File: config.mk
export PLATFORM = sky130hd
export DESIGN_NAME = axi4_lite_master_flat
export DESIGN_NICKNAME = d
export VERILOG_FILES = /design/src/rtl/axi4_lite_master_if.sv /design/src/rtl/axi4_lite_master.sv /design/src/flat_wrapper.sv
export SDC_FILE = /design/constraint.sdc
export NUM_CORES = 1
export LEC_CHECK = 0
export ABC_AREA = 0
export ABC_CLOCK_PERIOD_IN_PS = 1600
export CORE_AREA = 2 2 110 112
export CTS_BUF_LIST = sky130_fd_sc_hd__clkbuf_8
export CTS_CLUSTER_SIZE = 28
export DETAILED_ROUTE_END_ITERATION = 7
export DIE_AREA = 0 0 112 114
export PLACE_DENSITY_LB_ADDON = 0.08
export SYNTH_ARGS = -nofsm -noshare
export SYNTH_HDL_FRONTEND = slang
export SYNTH_SLANG_ARGS = --single-unit
File: constraint.sdc
create_clock -name aclk -period 1.6 [get_ports aclk]
set_input_delay 0.4 -clock aclk [delete_from_list [all_inputs] [get_ports aclk]]
set_output_delay 0.4 -clock aclk [all_outputs]
set_load 0.02 [all_outputs]
File: src/rtl/axi4_lite_master_if.sv
// rtl/axi4_lite_master_if.sv - command/response port and five AXI4-Lite channels of the master bridge
// master modport is the bridge side; slave modport is the command source plus AXI slave side.
interface axi4_lite_master_if #(
   parameter int addr_width = 3,
   parameter int data_width = 32,
   parameter int strb_width = 4
);
   logic                  cmd_valid;
   logic                  cmd_ready;
   logic                  cmd_write;
   logic [addr_width-1:0] cmd_addr;
   logic [data_width-1:0] cmd_wdata;
   logic [strb_width-1:0] cmd_wstrb;

   logic                  rsp_valid;
   logic                  rsp_ready;
   logic                  rsp_write;
   logic [data_width-1:0] rsp_rdata;
   logic [1:0]            rsp_resp;

   logic [addr_width-1:0] awaddr;
   logic                  awprot;
   logic                  awvalid;
   logic                  awready;

   logic [data_width-1:0] wdata;
   logic [strb_width-1:0] wstrb;
   logic                  wvalid;
   logic                  wready;

   logic [1:0]            bresp;
   logic                  bvalid;
   logic                  bready;

   logic [addr_width-1:0] araddr;
   logic                  arprot;
   logic                  arvalid;
   logic                  arready;

   logic [data_width-1:0] rdata;
   logic [1:0]            rresp;
   logic                  rvalid;
   logic                  rready;

   modport master (
      input  cmd_valid, cmd_write, cmd_addr, cmd_wdata, cmd_wstrb, rsp_ready,
      input  awready, wready, bresp, bvalid, arready, rdata, rresp, rvalid,
      output cmd_ready, rsp_valid, rsp_write, rsp_rdata, rsp_resp,
      output awaddr, awprot, awvalid, wdata, wstrb, wvalid, bready,
      output araddr, arprot, arvalid, rready
   );

   modport slave (
      output cmd_valid, cmd_write, cmd_addr, cmd_wdata, cmd_wstrb, rsp_ready,
      output awready, wready, bresp, bvalid, arready, rdata, rresp, rvalid,
      input  cmd_ready, rsp_valid, rsp_write, rsp_rdata, rsp_resp,
      input  awaddr, awprot, awvalid, wdata, wstrb, wvalid, bready,
      input  araddr, arprot, arvalid, rready
   );
endinterface

File: src/rtl/axi4_lite_master.sv
// rtl/axi4_lite_master.sv - single-outstanding command/response to AXI4-Lite master bridge
// Every bus output is a register except cmd_ready, which decodes the IDLE state.
module axi4_lite_master #(
   parameter int addr_width = 3,
   parameter int data_width = 32,
   parameter int strb_width = 4
) (
   input  logic                 aclk,
   input  logic                 aresetn,
   axi4_lite_master_if.master   bus
);
   typedef enum logic [2:0] {
      S_IDLE,
      S_WADDR_DATA,
      S_WRESP,
      S_RADDR,
      S_RDATA,
      S_RSP
   } state_t;

   state_t                r_state;
   logic [addr_width-1:0] r_addr;
   logic [data_width-1:0] r_wdata;
   logic [strb_width-1:0] r_wstrb;
   logic                  r_awvalid;
   logic                  r_wvalid;
   logic                  r_aw_done;
   logic                  r_w_done;
   logic                  r_bready;
   logic                  r_arvalid;
   logic                  r_rready;
   logic                  r_rsp_valid;
   logic                  r_rsp_write;
   logic [data_width-1:0] r_rsp_rdata;
   logic [1:0]            r_rsp_resp;

   // A channel counts as done on the very edge its handshake fires.
   logic w_aw_done;
   logic w_w_done;
   assign w_aw_done = r_aw_done | (r_awvalid & bus.awready);
   assign w_w_done  = r_w_done  | (r_wvalid  & bus.wready);

   assign bus.cmd_ready = (r_state == S_IDLE);
   assign bus.rsp_valid = r_rsp_valid;
   assign bus.rsp_write = r_rsp_write;
   assign bus.rsp_rdata = r_rsp_rdata;
   assign bus.rsp_resp  = r_rsp_resp;
   assign bus.awaddr    = r_addr;
   assign bus.awprot    = 1'b0;
   assign bus.awvalid   = r_awvalid;
   assign bus.wdata     = r_wdata;
   assign bus.wstrb     = r_wstrb;
   assign bus.wvalid    = r_wvalid;
   assign bus.bready    = r_bready;
   assign bus.araddr    = r_addr;
   assign bus.arprot    = 1'b0;
   assign bus.arvalid   = r_arvalid;
   assign bus.rready    = r_rready;

   always_ff @(posedge aclk or negedge aresetn) begin
      if (!aresetn) begin
         r_state     <= S_IDLE;
         r_addr      <= '0;
         r_wdata     <= '0;
         r_wstrb     <= '0;
         r_awvalid   <= 1'b0;
         r_wvalid    <= 1'b0;
         r_aw_done   <= 1'b0;
         r_w_done    <= 1'b0;
         r_bready    <= 1'b0;
         r_arvalid   <= 1'b0;
         r_rready    <= 1'b0;
         r_rsp_valid <= 1'b0;
         r_rsp_write <= 1'b0;
         r_rsp_rdata <= '0;
         r_rsp_resp  <= 2'b00;
      end else begin
         case (r_state)
            S_IDLE: begin
               if (bus.cmd_valid) begin
                  r_addr    <= bus.cmd_addr;
                  r_wdata   <= bus.cmd_wdata;
                  r_wstrb   <= bus.cmd_wstrb;
                  r_aw_done <= 1'b0;
                  r_w_done  <= 1'b0;
                  if (bus.cmd_write) begin
                     r_awvalid <= 1'b1;
                     r_wvalid  <= 1'b1;
                     r_state   <= S_WADDR_DATA;
                  end else begin
                     r_arvalid <= 1'b1;
                     r_state   <= S_RADDR;
                  end
               end
            end
            S_WADDR_DATA: begin
               if (r_awvalid && bus.awready) begin
                  r_awvalid <= 1'b0;
                  r_aw_done <= 1'b1;
               end
               if (r_wvalid && bus.wready) begin
                  r_wvalid <= 1'b0;
                  r_w_done <= 1'b1;
               end
               if (w_aw_done && w_w_done) begin
                  r_bready <= 1'b1;
                  r_state  <= S_WRESP;
               end
            end
            S_WRESP: begin
               if (bus.bvalid) begin
                  r_rsp_resp  <= bus.bresp;
                  r_rsp_write <= 1'b1;
                  r_rsp_rdata <= '0;
                  r_rsp_valid <= 1'b1;
                  r_bready    <= 1'b0;
                  r_state     <= S_RSP;
               end
            end
            S_RADDR: begin
               if (bus.arready) begin
                  r_arvalid <= 1'b0;
                  r_rready  <= 1'b1;
                  r_state   <= S_RDATA;
               end
            end
            S_RDATA: begin
               if (bus.rvalid) begin
                  r_rsp_resp  <= bus.rresp;
                  r_rsp_rdata <= bus.rdata;
                  r_rsp_write <= 1'b0;
                  r_rsp_valid <= 1'b1;
                  r_rready    <= 1'b0;
                  r_state     <= S_RSP;
               end
            end
            S_RSP: begin
               if (bus.rsp_ready) begin
                  r_rsp_valid <= 1'b0;
                  r_state     <= S_IDLE;
               end
            end
            default: r_state <= S_IDLE;
         endcase
      end
   end
endmodule
File: src/flat_wrapper.sv
// flat-port wrapper written by rule: the top's interface ports become plain ports
module axi4_lite_master_flat 
#(
   parameter int addr_width = 3,
   parameter int data_width = 32,
   parameter int strb_width = 4
)
  (aclk, aresetn, bus_cmd_valid, bus_cmd_write, bus_cmd_addr, bus_cmd_wdata, bus_cmd_wstrb, bus_rsp_ready, bus_awready, bus_wready, bus_bresp, bus_bvalid, bus_arready, bus_rdata, bus_rresp, bus_rvalid, bus_cmd_ready, bus_rsp_valid, bus_rsp_write, bus_rsp_rdata, bus_rsp_resp, bus_awaddr, bus_awprot, bus_awvalid, bus_wdata, bus_wstrb, bus_wvalid, bus_bready, bus_araddr, bus_arprot, bus_arvalid, bus_rready);
  axi4_lite_master_if #(.addr_width(addr_width), .data_width(data_width), .strb_width(strb_width)) bus_i ();
  input  logic aclk;
  input  logic aresetn;
  input wire logic [$bits(bus_i.cmd_valid)-1:0] bus_cmd_valid;
  input wire logic [$bits(bus_i.cmd_write)-1:0] bus_cmd_write;
  input wire logic [$bits(bus_i.cmd_addr)-1:0] bus_cmd_addr;
  input wire logic [$bits(bus_i.cmd_wdata)-1:0] bus_cmd_wdata;
  input wire logic [$bits(bus_i.cmd_wstrb)-1:0] bus_cmd_wstrb;
  input wire logic [$bits(bus_i.rsp_ready)-1:0] bus_rsp_ready;
  input wire logic [$bits(bus_i.awready)-1:0] bus_awready;
  input wire logic [$bits(bus_i.wready)-1:0] bus_wready;
  input wire logic [$bits(bus_i.bresp)-1:0] bus_bresp;
  input wire logic [$bits(bus_i.bvalid)-1:0] bus_bvalid;
  input wire logic [$bits(bus_i.arready)-1:0] bus_arready;
  input wire logic [$bits(bus_i.rdata)-1:0] bus_rdata;
  input wire logic [$bits(bus_i.rresp)-1:0] bus_rresp;
  input wire logic [$bits(bus_i.rvalid)-1:0] bus_rvalid;
  output wire logic [$bits(bus_i.cmd_ready)-1:0] bus_cmd_ready;
  output wire logic [$bits(bus_i.rsp_valid)-1:0] bus_rsp_valid;
  output wire logic [$bits(bus_i.rsp_write)-1:0] bus_rsp_write;
  output wire logic [$bits(bus_i.rsp_rdata)-1:0] bus_rsp_rdata;
  output wire logic [$bits(bus_i.rsp_resp)-1:0] bus_rsp_resp;
  output wire logic [$bits(bus_i.awaddr)-1:0] bus_awaddr;
  output wire logic [$bits(bus_i.awprot)-1:0] bus_awprot;
  output wire logic [$bits(bus_i.awvalid)-1:0] bus_awvalid;
  output wire logic [$bits(bus_i.wdata)-1:0] bus_wdata;
  output wire logic [$bits(bus_i.wstrb)-1:0] bus_wstrb;
  output wire logic [$bits(bus_i.wvalid)-1:0] bus_wvalid;
  output wire logic [$bits(bus_i.bready)-1:0] bus_bready;
  output wire logic [$bits(bus_i.araddr)-1:0] bus_araddr;
  output wire logic [$bits(bus_i.arprot)-1:0] bus_arprot;
  output wire logic [$bits(bus_i.arvalid)-1:0] bus_arvalid;
  output wire logic [$bits(bus_i.rready)-1:0] bus_rready;
  assign bus_i.cmd_valid = bus_cmd_valid;
  assign bus_i.cmd_write = bus_cmd_write;
  assign bus_i.cmd_addr = bus_cmd_addr;
  assign bus_i.cmd_wdata = bus_cmd_wdata;
  assign bus_i.cmd_wstrb = bus_cmd_wstrb;
  assign bus_i.rsp_ready = bus_rsp_ready;
  assign bus_i.awready = bus_awready;
  assign bus_i.wready = bus_wready;
  assign bus_i.bresp = bus_bresp;
  assign bus_i.bvalid = bus_bvalid;
  assign bus_i.arready = bus_arready;
  assign bus_i.rdata = bus_rdata;
  assign bus_i.rresp = bus_rresp;
  assign bus_i.rvalid = bus_rvalid;
  assign bus_cmd_ready = bus_i.cmd_ready;
  assign bus_rsp_valid = bus_i.rsp_valid;
  assign bus_rsp_write = bus_i.rsp_write;
  assign bus_rsp_rdata = bus_i.rsp_rdata;
  assign bus_rsp_resp = bus_i.rsp_resp;
  assign bus_awaddr = bus_i.awaddr;
  assign bus_awprot = bus_i.awprot;
  assign bus_awvalid = bus_i.awvalid;
  assign bus_wdata = bus_i.wdata;
  assign bus_wstrb = bus_i.wstrb;
  assign bus_wvalid = bus_i.wvalid;
  assign bus_bready = bus_i.bready;
  assign bus_araddr = bus_i.araddr;
  assign bus_arprot = bus_i.arprot;
  assign bus_arvalid = bus_i.arvalid;
  assign bus_rready = bus_i.rready;
  axi4_lite_master #(.addr_width(addr_width), .data_width(data_width), .strb_width(strb_width)) u_core (.aclk(aclk), .aresetn(aresetn), .bus(bus_i));
endmodule
==> results of run 1 <==
## cells in the mapped netlist
library cell	number	area [µm²]
sky130_fd_sc_hd__nor2b_1	5	31.3
sky130_fd_sc_hd__a31oi_1	2	12.5
sky130_fd_sc_hd__a41oi_1	1	8.76
sky130_fd_sc_hd__conb_1	1	3.75
sky130_fd_sc_hd__buf_6	8	90.1
sky130_fd_sc_hd__buf_4	6	45.0
sky130_fd_sc_hd__nor3_2	2	20.0
sky130_fd_sc_hd__inv_1	2	7.51
sky130_fd_sc_hd__o21ai_4	1	16.3
sky130_fd_sc_hd__dfrtp_1	85	2130
sky130_fd_sc_hd__clkbuf_1	4	15.0
sky130_fd_sc_hd__mux2_2	3	33.8
sky130_fd_sc_hd__nand3_1	3	15.0
sky130_fd_sc_hd__nand2_1	10	37.5
sky130_fd_sc_hd__o31ai_1	1	7.51
sky130_fd_sc_hd__inv_2	1	3.75
sky130_fd_sc_hd__a221o_1	1	10.0
sky130_fd_sc_hd__a31o_2	1	8.76
sky130_fd_sc_hd__mux2i_1	2	20.0
sky130_fd_sc_hd__a21oi_1	8	40.0
sky130_fd_sc_hd__a2111oi_0	1	8.76
sky130_fd_sc_hd__and3b_1	2	17.5
sky130_fd_sc_hd__o22ai_1	1	6.26
sky130_fd_sc_hd__buf_2	1	5.00
sky130_fd_sc_hd__mux2_4	36	541
sky130_fd_sc_hd__nor3_1	1	5.00
sky130_fd_sc_hd__a22o_1	34	298
sky130_fd_sc_hd__nor2_1	4	15.0
sky130_fd_sc_hd__a21boi_0	1	7.51
sky130_fd_sc_hd__o21ai_0	8	40.0
sky130_fd_sc_hd__or2_2	1	6.26
sky130_fd_sc_hd__o41ai_1	1	8.76
sky130_fd_sc_hd__and2_1	1	6.26
## kinds of logic after synthesis
family,Yosys count,synth area share
AO/OA/AOI/OAI,61,0.134
buffers and inverters,22,0.0473
flip-flops,85,0.605
multiplexers,41,0.169
other,1,0.00107
AND/OR/NAND/NOR,29,0.0437
## final timing paths
path                                          from                       to  slack, ps  cells past startpoint
min                                        aresetn     u_core.bus.wdata[20]         50                      2
max in group asynchronous                  aresetn        u_core.r_state[0]       1130                      2
max reg2reg                      u_core.r_state[0]      u_core.bus.wdata[4]          9                      5
max                              u_core.r_state[0]      u_core.bus.wdata[4]          9                      5
min in group aclk          u_core.bus.rsp_rdata[2]  u_core.bus.rsp_rdata[2]        500                      1
min reg2reg                u_core.bus.rsp_rdata[2]  u_core.bus.rsp_rdata[2]        500                      1
## power by group through the flow
stage               registers (mW)  clock network, mW  logic, mW
finish                        3.61               1.68       5.41
global route                  3.76               1.85       5.79
CTS                           3.62               1.75       5.34
detailed placement            3.67                  0       5.98
global placement              3.67                  0       5.94
floorplan                     4.78                  0       2.25
## per-stage QoR
stage / power, mW / instance area, µm² / instances / setup WS, ps
after detailed placement: 9.65 / 5450 / 555 / -288
final: 10.7 / 5630 / 572 / 9.26
after global routing: 11.4 / 5630 / 572 / -61.2
after global placement: 9.62 / 5450 / 555 / -272
after CTS: 10.7 / 5560 / 570 / -0.0673
after floorplan: 7.03 / 3540 / 240 / -30.7
## sequential cells by signal, indices dropped and copies added (netlist names)
register and count:
u_core.bus.araddr 3, u_core.bus.arvalid 1, u_core.bus.awvalid 1, u_core.bus.bready 1, u_core.bus.rready 1, u_core.bus.rsp_rdata 32, u_core.bus.rsp_resp 2, u_core.bus.rsp_valid 1
u_core.bus.rsp_write 1, u_core.bus.wdata 32, u_core.bus.wstrb 4, u_core.bus.wvalid 1, u_core.r_aw_done 1, u_core.r_state 3, u_core.r_w_done 1
## worst reg2reg max path, stage by stage (launching register included)
cell and delay [ps]:
sky130_fd_sc_hd__dfrtp_2 430, sky130_fd_sc_hd__nor3_4 190, sky130_fd_sc_hd__buf_4 130, sky130_fd_sc_hd__and2_4 220
sky130_fd_sc_hd__clkbuf_16 210, sky130_fd_sc_hd__mux2_4 300
## layer usage
| metal | track usage | vias up | part of all wire |
|---|---|---|---|
| met3 | 0.0345 | 11 | 0.058 |
| met5 | 0 | - | 0 |
| met2 | 0.220 | 96 | 0.46 |
| met1 | 0.196 | 1291 | 0.46 |
| met4 | 0.0732 | 0 | 0.021 |
| li1 | - | 1227 | - |
## area by class of cell
| class | instances | area, µm² |
|---|---|---|
| clock buffer | 10 | 138 |
| clock inverter | 5 | 76.3 |
| fill | 1130 | 6080 |
| inverter | 3 | 11.3 |
| multi-input combinational | 133 | 1260 |
| sequential | 85 | 2130 |
| tap | 147 | 184 |
| timing repair buffer | 189 | 1830 |
## repair_timing
item,CTS,global route
setup endpoints to repair,84,42
gates resized for setup,88,8
hold buffers,0,0
gates cloned,0,2
==> reports/results.tsv, run 1 <==
stage	metric	value	unit
final_layout	layout cells sized above 1	0.200	
synthesis	Yosys warning count	0	
sta	Fin Setup TNS	0	ps
final_layout	Diodes inserted	0	
route	number of vias per cell	4.59	
setup_path	standard cell with the maximum stage delay on the critical path	sky130_fd_sc_hd__dfrtp_2	
clocking	number of buffers created by CTS	9	
route	drt initial violations	127	
setup_path	cell family with most CP delay	flip-flops	
pwr	power spent charging and discharging nets	3.97	mW
die	starting utilization of the core area	0.300	
hold_path	type of the worst min-delay path	primary input to async pin	
place	DP HPWL	6120	µm
sta	final hold vios	0	
die	die area	12800	µm²
setup_path	required time worst endpoint	1850	ps
sta	final worst hold slack	52.2	ps
clocking	Clock Root Buffer	sky130_fd_sc_hd__clkbuf_8	
die	Top Ports	171	
place	routability cong.	0.762	
pwr	Max IR drop VDD	0.882	mV
global_route	total routing usage reported by global routing	0.145	
sta	RSZ-0062 raised after global routing	yes	
clocking	worst-skew pair later-pin latency	360	ps
setup_path	CP startpoint kind	flip-flop	
outcome	status	completed	
final_layout	most frequent standard cell in the layout excluding fill and tap cells	sky130_fd_sc_hd__dfrtp_1	
route	drc violations	0	
route	routed len/inst	16.0	µm
synthesis	cell area after synthesis	3520	µm²
die	core outline area	11700	µm²
final_layout	layout net count	506	
setup_path	CP Capture Type	flip-flop	
synthesis	number of flip-flops and latches in the synthesized netlist	85	
route	number of detailed-route iterations in the first pass	4	
setup_path	Largest stage delay, worst path	430	ps
setup_path	CP Buf/Inv Count	2	
sta	share of the clock period used by the worst path after layout	0.994	
setup_path	data arrival time of the worst path	1840	ps
die	die outline height	114	µm
clocking	TritonCTS clock tree	yes	
sta	Final Slew Violations	0	
global_route	via count of the first global-routing pass	2665	
clocking	clock slew at reported path FFs	80	ps
route	count of vias placed by the detailed router	2625	
pwr	static leakage	2.71	nW
synthesis	part of the Yosys area used for sequential elements	0.605	
setup_path	largest fanout on the critical path	9	
pwr	Clock Power Share	0.157	
route	total wire length after detailed routing	9160	µm
die	number of core rows	40	
pwr	Combinational Power Share	0.506	
run	number of max-cap violations	0	
pwr	switching share of power	0.371	
clocking	Clock Path Buffers	2	
pwr	portion of total power attributed to sequential cells	0.338	
synthesis	number of distinct library cells after synthesis	33	
clocking	H-Tree Level Count	3	
route	remaining antenna violation count after routing	0	
global_route	global-route wire length before repair	14300	µm
sta	minimum period implied by the final worst setup slack	1590	ps
global_route	pin count of the biggest net entering global routing	86	
global_route	antenna violations before repair	0	
final_layout	top library cells by usage in the layout, fill and taps aside	sky130_fd_sc_hd__dfrtp_1 (84), sky130_fd_sc_hd__clkdlybuf4s50_1 (83), sky130_fd_sc_hd__dlygate4sd2_1 (83)	
sta	Max Clock Freq	0.629	GHz
sta	clock skew after layout	4.93	ps
sta	total of endpoints with negative setup slack in the final report	0	
clocking	Clock Sinks	85	
synthesis	number of instances in the synthesized netlist	239	
final_layout	final standard cell utilization of the core	0.481	
pwr	internal power consumption	6.72	mW
die	floorplan die width	112	µm
pwr	Power Density	1900	nW/µm²
setup_path	CP Cell Sequence	nor3_4 > buf_4 > and2_4 > clkbuf_16 > mux2_4	
global_route	Congestion Overflow GR	0	
final_layout	area growth from synthesis to final layout	60.0	%
clocking	total setup buffers inserted after CTS	0	
place	count of input and output buffers	168	
synthesis	Mean Syn Cell Area	14.7	µm²
setup_path	class of the most critical setup path	flip-flop to flip-flop	
(Power assumes the default switching activity.)
==> run 2, diff against run 1 <==
--- a/config.mk
+++ b/config.mk
@@ -6,13 +6,14 @@
 export NUM_CORES = 1
 export LEC_CHECK = 0
 export ABC_AREA = 0
-export ABC_CLOCK_PERIOD_IN_PS = 1600
-export CORE_AREA = 2 2 110 112
+export ABC_CLOCK_PERIOD_IN_PS = 1900
+export CORE_AREA = 2 2 92 94
 export CTS_BUF_LIST = sky130_fd_sc_hd__clkbuf_8
 export CTS_CLUSTER_SIZE = 28
 export DETAILED_ROUTE_END_ITERATION = 7
-export DIE_AREA = 0 0 112 114
+export DIE_AREA = 0 0 94 96
 export PLACE_DENSITY_LB_ADDON = 0.08
+export SKIP_CTS_REPAIR_TIMING = 1
 export SYNTH_ARGS = -nofsm -noshare
 export SYNTH_HDL_FRONTEND = slang
 export SYNTH_SLANG_ARGS = --single-unit
==> constraint.sdc (replaced) <==
create_clock -name aclk -period 1.9 [get_ports aclk]
set_input_delay 0.475 -clock aclk [delete_from_list [all_inputs] [get_ports aclk]]
set_output_delay 0.475 -clock aclk [all_outputs]
set_load 0.02 [all_outputs]
==> run 2 against run 1 <==
Against the previous run: register-to-register slack better by 330 ps; design area is 1.4% lower; routed wire length decreased by 3.0%; critical path depth fell by 4; final cell count fell by 8.2%; sequential power fell by 15%; utilization rose by 21 points; clock power shrank 29%; clock skew is 9.5 ps higher; die area shrank 29%; critical path type is now flip-flop to primary output; critical endpoint is now bus_rsp_rdata[18]; largest power group unchanged.
==> reports/results.tsv, run 2 (synthesized netlist as in run 1, its figures left out) <==
stage	metric	value	unit	change
sta	Least-Margin Pin Slew	546	ps	
pwr	Power Density	1660	nW/µm²	-13%
final_layout	# fillers	635		-44%
route	routed len/inst	16.9	µm	+5.6%
die	die outline height	96	µm	-16%
final_layout	layout cells sized above 1	0.186		-0.0143
pwr	Pwr Total	9.22	mW	-14%
setup_path	worst r2r src	u_core.r_state[0]		
sta	minimum period implied by the final worst setup slack	1840	ps	
run	number of max-cap violations	0		unchanged
die	floorplan die width	94	µm	-16%
setup_path	cell family with most CP delay	buffers and inverters		
global_route	antenna violations before repair	0		unchanged
pwr	Max IR drop VDD	0.732	mV	-17%
clocking	number of buffers created by CTS	9		unchanged
clocking	H-Tree Level Count	3		unchanged
route	number of detailed-route iterations in the first pass	4		unchanged
setup_path	worst setup path start	u_core.bus.rsp_rdata[18]		
sta	total of endpoints with negative setup slack in the final report	0		unchanged
clocking	TritonCTS clock tree	yes		
route	drc violations	0		unchanged
clocking	Clock Sinks	85		unchanged
pwr	static leakage	2.47	nW	-8.9%
setup_path	CP Cell Sequence	clkdlybuf4s50_1		
setup_path	required time worst endpoint	1420	ps	-430 ps
final_layout	layout net count	500		-1.2%
sta	min setup slack post-route	63.1	ps	+53.8 ps
clocking	worst-skew pair later-pin latency	360	ps	about the same
sta	final hold vios	0		unchanged
setup_path	Largest stage delay, worst path	640	ps	+210 ps
die	number of core rows	33		-18%
setup_path	standard cell with the maximum stage delay on the critical path	sky130_fd_sc_hd__clkdlybuf4s50_1		
final_layout	Diodes inserted	0		unchanged
die	die area	9020	µm²	-29%
setup_path	CP Buf/Inv Count	1		-1
place	post-detailed-placement cell area	5360	µm²	-1.7%
route	number of vias per cell	5.02		+9.5%
place	count of input and output buffers	168		unchanged
final_layout	fin area	5550	µm²	-1.4%
global_route	via count of the first global-routing pass	2628		-1.4%
clocking	Clock Root Buffer	sky130_fd_sc_hd__clkbuf_8		
route	remaining antenna violation count after routing	0		unchanged
sta	headroom to the max-slew limit	0.633		
route	total wire length after detailed routing	8880	µm	-3.0%
sta	RSZ-0062 raised after global routing	no		
setup_path	largest fanout on the critical path	2		-7
clocking	clock slew at reported path FFs	100	ps	+20 ps
final_layout	area growth from synthesis to final layout	57.7	%	
sta	Max Clock Freq	0.544	GHz	
die	Top Ports	171		unchanged
route	count of vias placed by the detailed router	2637		+0.46%
sta	Final Slew Violations	0		unchanged
setup_path	CP Capture Type	primary output		
final_layout	most frequent standard cell in the layout excluding fill and tap cells	sky130_fd_sc_hd__clkdlybuf4s50_1		
global_route	Congestion Overflow GR	0		unchanged
setup_path	class of the most critical setup path	flip-flop to primary output		
sta	share of the clock period used by the worst path after layout	0.967		
setup_path	data arrival time of the worst path	1360	ps	-480 ps
place	DP HPWL	6470	µm	+5.6%
setup_path	CP startpoint kind	flip-flop		
die	core outline area	8050	µm²	-31%
die	starting utilization of the core area	0.437		+0.137
global_route	pin count of the biggest net entering global routing	86		unchanged
clocking	Clock Path Buffers	2		unchanged
route	drt initial violations	58		-54%
hold_path	type of the worst min-delay path	primary input to async pin		
place	worst setup slack before clock tree synthesis	-41.5	ps	+247 ps
place	routability cong.	0.770		+1.0%
sta	final worst hold slack	138	ps	+85.7 ps
outcome	status	completed		
global_route	total routing usage reported by global routing	0.198		+0.0523
sta	clock skew after layout	14.4	ps	+9.46 ps
final_layout	final standard cell utilization of the core	0.689		+0.208
final_layout	top library cells by usage in the layout, fill and taps aside	sky130_fd_sc_hd__clkdlybuf4s50_1 (164), sky130_fd_sc_hd__dfrtp_1 (85), sky130_fd_sc_hd__mux2_4 (36)		
global_route	global-route wire length before repair	13600	µm	-4.9%
[run 2: cell type report]
cell class / instances / area [µm²] / share of cell area
multi-input combinational: 133 / 1240 / 0.223
timing repair buffer: 183 / 1860 / 0.336
inverter: 3 / 11.3 / 0.00203
clock inverter: 7 / 56.3 / 0.0101
sequential: 85 / 2130 / 0.383
clock buffer: 9 / 124 / 0.0223
tap: 105 / 131 / 0.0237
[run 2: metrics by stage]
stage	setup TNS, ps	instances
global placement	-780	509
finish	0	525
floorplan	0	240
detailed placement	-531	509
global route	0	525
CTS	-193	525
[run 2: where the power goes]
group	switching, mW	internal (mW)
clock network	0.703	0.491
logic	2.24	2.71
registers	0.460	2.62
total	3.41	5.81
[run 2: path summary, 6_finish.rpt]
path                                           to  slack (ps)  depth (start not counted)
min reg2reg                u_core.bus.rsp_resp[0]         500                          2
min in group aclk          u_core.bus.rsp_resp[0]         500                          2
max in group asynchronous    u_core.bus.rsp_valid        1400                          2
max                             bus_rsp_rdata[18]          60                          1
min                          u_core.bus.araddr[2]         140                          2
max reg2reg                    u_core.bus.awvalid         340                          5
[run 2: per-layer routing]
layer  global-route usage  vias up  routed length (µm)
met4               0.0749        0                 105
met2                0.304      100                4310
li1                     -     1218                   -
met5                    0        -                   0
met1                0.273     1312                3940
met3               0.0478        7                 527
==> run 3, diff against run 2 <==
--- a/config.mk
+++ b/config.mk
@@ -12,8 +12,9 @@
 export CTS_CLUSTER_SIZE = 28
 export DETAILED_ROUTE_END_ITERATION = 7
 export DIE_AREA = 0 0 94 96
-export PLACE_DENSITY_LB_ADDON = 0.08
+export PLACE_DENSITY_LB_ADDON = 0.1
 export SKIP_CTS_REPAIR_TIMING = 1
+export SLEW_MARGIN = 20
 export SYNTH_ARGS = -nofsm -noshare
 export SYNTH_HDL_FRONTEND = slang
 export SYNTH_SLANG_ARGS = --single-unit
==> run 3 against run 2 <==
Against the previous run: via count fell by 1.5%; design area rose by 0.34%; worst setup slack improved by 7.7 ps.
==> reports/results.tsv, run 3 (synthesized netlist as in run 1, its figures left out) <==
stage	metric	value	unit	change
sta	headroom to the max-slew limit	0.644		+0.0112
final_layout	top library cells by usage in the layout, fill and taps aside	sky130_fd_sc_hd__clkdlybuf4s50_1 (165), sky130_fd_sc_hd__dfrtp_1 (85), sky130_fd_sc_hd__mux2_4 (36)		
sta	clock skew after layout	9.14	ps	-5.25 ps
clocking	H-Tree Level Count	3		unchanged
hold_path	type of the worst min-delay path	primary input to async pin		
final_layout	layout net count	499		-0.20%
setup_path	worst r2r src	u_core.r_state[0]		
setup_path	largest fanout on the critical path	4		+2
place	count of input and output buffers	168		unchanged
sta	minimum period implied by the final worst setup slack	1830	ps	-7.70 ps
route	drt initial violations	116		+100%
clocking	worst-skew pair later-pin latency	350	ps	about the same
clocking	clock slew at reported path FFs	90	ps	about the same
sta	Final Slew Violations	0		unchanged
place	worst setup slack before clock tree synthesis	-168	ps	-127 ps
die	core outline area	8050	µm²	unchanged
route	number of vias per cell	4.97		-1.1%
die	Top Ports	171		unchanged
setup_path	worst setup path start	u_core.bus.awvalid		
setup_path	standard cell with the maximum stage delay on the critical path	sky130_fd_sc_hd__clkdlybuf4s50_1		
route	count of vias placed by the detailed router	2597		-1.5%
setup_path	CP Capture Type	primary output		
pwr	Pwr Total	9.40	mW	+2.0%
setup_path	Largest stage delay, worst path	630	ps	about the same
route	total wire length after detailed routing	8690	µm	-2.1%
setup_path	class of the most critical setup path	flip-flop to primary output		
clocking	TritonCTS clock tree	yes		
die	floorplan die width	94	µm	unchanged
global_route	via count of the first global-routing pass	2483		-5.5%
final_layout	Diodes inserted	0		unchanged
sta	final hold vios	0		unchanged
global_route	antenna violations before repair	0		unchanged
route	remaining antenna violation count after routing	0		unchanged
route	drc violations	0		unchanged
die	number of core rows	33		unchanged
final_layout	layout cells sized above 1	0.182		-0.00390
clocking	number of buffers created by CTS	9		unchanged
global_route	global-route wire length before repair	13400	µm	-2.1%
run	number of max-cap violations	0		unchanged
sta	Max Clock Freq	0.547	GHz	+0.42%
sta	RSZ-0062 raised after global routing	no		
setup_path	cell family with most CP delay	buffers and inverters		
setup_path	required time worst endpoint	1420	ps	about the same
setup_path	CP startpoint kind	flip-flop		
sta	share of the clock period used by the worst path after layout	0.963		-0.00405
sta	min setup slack post-route	70.8	ps	+7.70 ps
sta	Least-Margin Pin Slew	530	ps	-16.7 ps
route	routed len/inst	16.6	µm	-1.8%
clocking	Clock Path Buffers	2		unchanged
outcome	status	completed		
die	die area	9020	µm²	unchanged
clocking	Clock Root Buffer	sky130_fd_sc_hd__clkbuf_8		
global_route	pin count of the biggest net entering global routing	50		-42%
global_route	Congestion Overflow GR	0		unchanged
setup_path	CP Cell Sequence	clkdlybuf4s50_1		
sta	final worst hold slack	2.30	ps	-136 ps
setup_path	data arrival time of the worst path	1350	ps	about the same
setup_path	CP Buf/Inv Count	1		unchanged
die	starting utilization of the core area	0.437		unchanged
sta	total of endpoints with negative setup slack in the final report	0		unchanged
place	DP HPWL	6140	µm	-5.1%
place	routability cong.	0.758		-1.5%
sta	Fin Setup TNS	0	ps	unchanged
pwr	Max IR drop VDD	0.730	mV	-0.30%
final_layout	area growth from synthesis to final layout	58.2	%	
route	number of detailed-route iterations in the first pass	4		unchanged
die	die outline height	96	µm	unchanged
final_layout	most frequent standard cell in the layout excluding fill and tap cells	sky130_fd_sc_hd__clkdlybuf4s50_1		
clocking	Clock Sinks	85		unchanged
pwr	Power Density	1690	nW/µm²	+1.6%
global_route	total routing usage reported by global routing	0.193		-0.00406
pwr	static leakage	2.47	nW	about the same
final_layout	# fillers	604		-4.9%
## run 3: cell count changes in the layout (fill, tap and decap cells not counted)
cell and delta:
sky130_fd_sc_hd__buf_12 -1, sky130_fd_sc_hd__bufinv_16 +2, sky130_fd_sc_hd__clkbuf_8 +1, sky130_fd_sc_hd__clkdlybuf4s50_1 +1, sky130_fd_sc_hd__clkinv_2 -1, sky130_fd_sc_hd__clkinvlp_4 -1, sky130_fd_sc_hd__dlymetal6s2s_1 -1, sky130_fd_sc_hd__inv_6 -1
sky130_fd_sc_hd__inv_8 -1
## run 3: cell type report
| class | instances | area (µm²) | area share |
|---|---|---|---|
| Tap cell | 105 | 131 | 0.0236 |
| Clock inverter | 5 | 83.8 | 0.0151 |
| Multi-Input combinational cell | 133 | 1240 | 0.222 |
| Inverter | 3 | 11.3 | 0.00202 |
| Timing Repair Buffer | 182 | 1840 | 0.330 |
| Clock buffer | 10 | 138 | 0.0247 |
| Sequential cell | 85 | 2130 | 0.382 |
## run 3: per-stage QoR
step | instance area [µm²] | std cells | utilization
after CTS | 5560 | 523 | 0.691
after detailed placement | 5340 | 508 | 0.663
final | 5570 | 523 | 0.691
after floorplan | 3520 | 240 | -
after global routing | 5570 | 523 | 0.691
after global placement | 5340 | 508 | 0.663
## run 3: per-layer routing
metal,vias up,wire length (µm),track usage
met5,-,0,0
met4,0,72,0.0471
li1,1216,-,-
met1,1282,3950,0.277
met2,93,4100,0.294
met3,6,567,0.0532
## run 3: final timing paths
check / endpoint / slack [ps] / cells past startpoint
worst max-delay path: bus_awvalid / 70 / 1
worst min-delay path: u_core.bus.wdata[8] / 2 / 1
worst max register to register: u_core.bus.awvalid / 350 / 5
worst min register to register: u_core.bus.rsp_resp[0] / 490 / 2
max in group asynchronous: u_core.bus.rsp_rdata[22] / 1350 / 2
min in group aclk: u_core.bus.rsp_resp[0] / 490 / 2
## run 3: power by group
group          switching (mW)  internal (mW)
Clock                   0.659          0.774
Combinational            2.23           2.69
Sequential              0.438           2.61
Total                    3.33           6.07
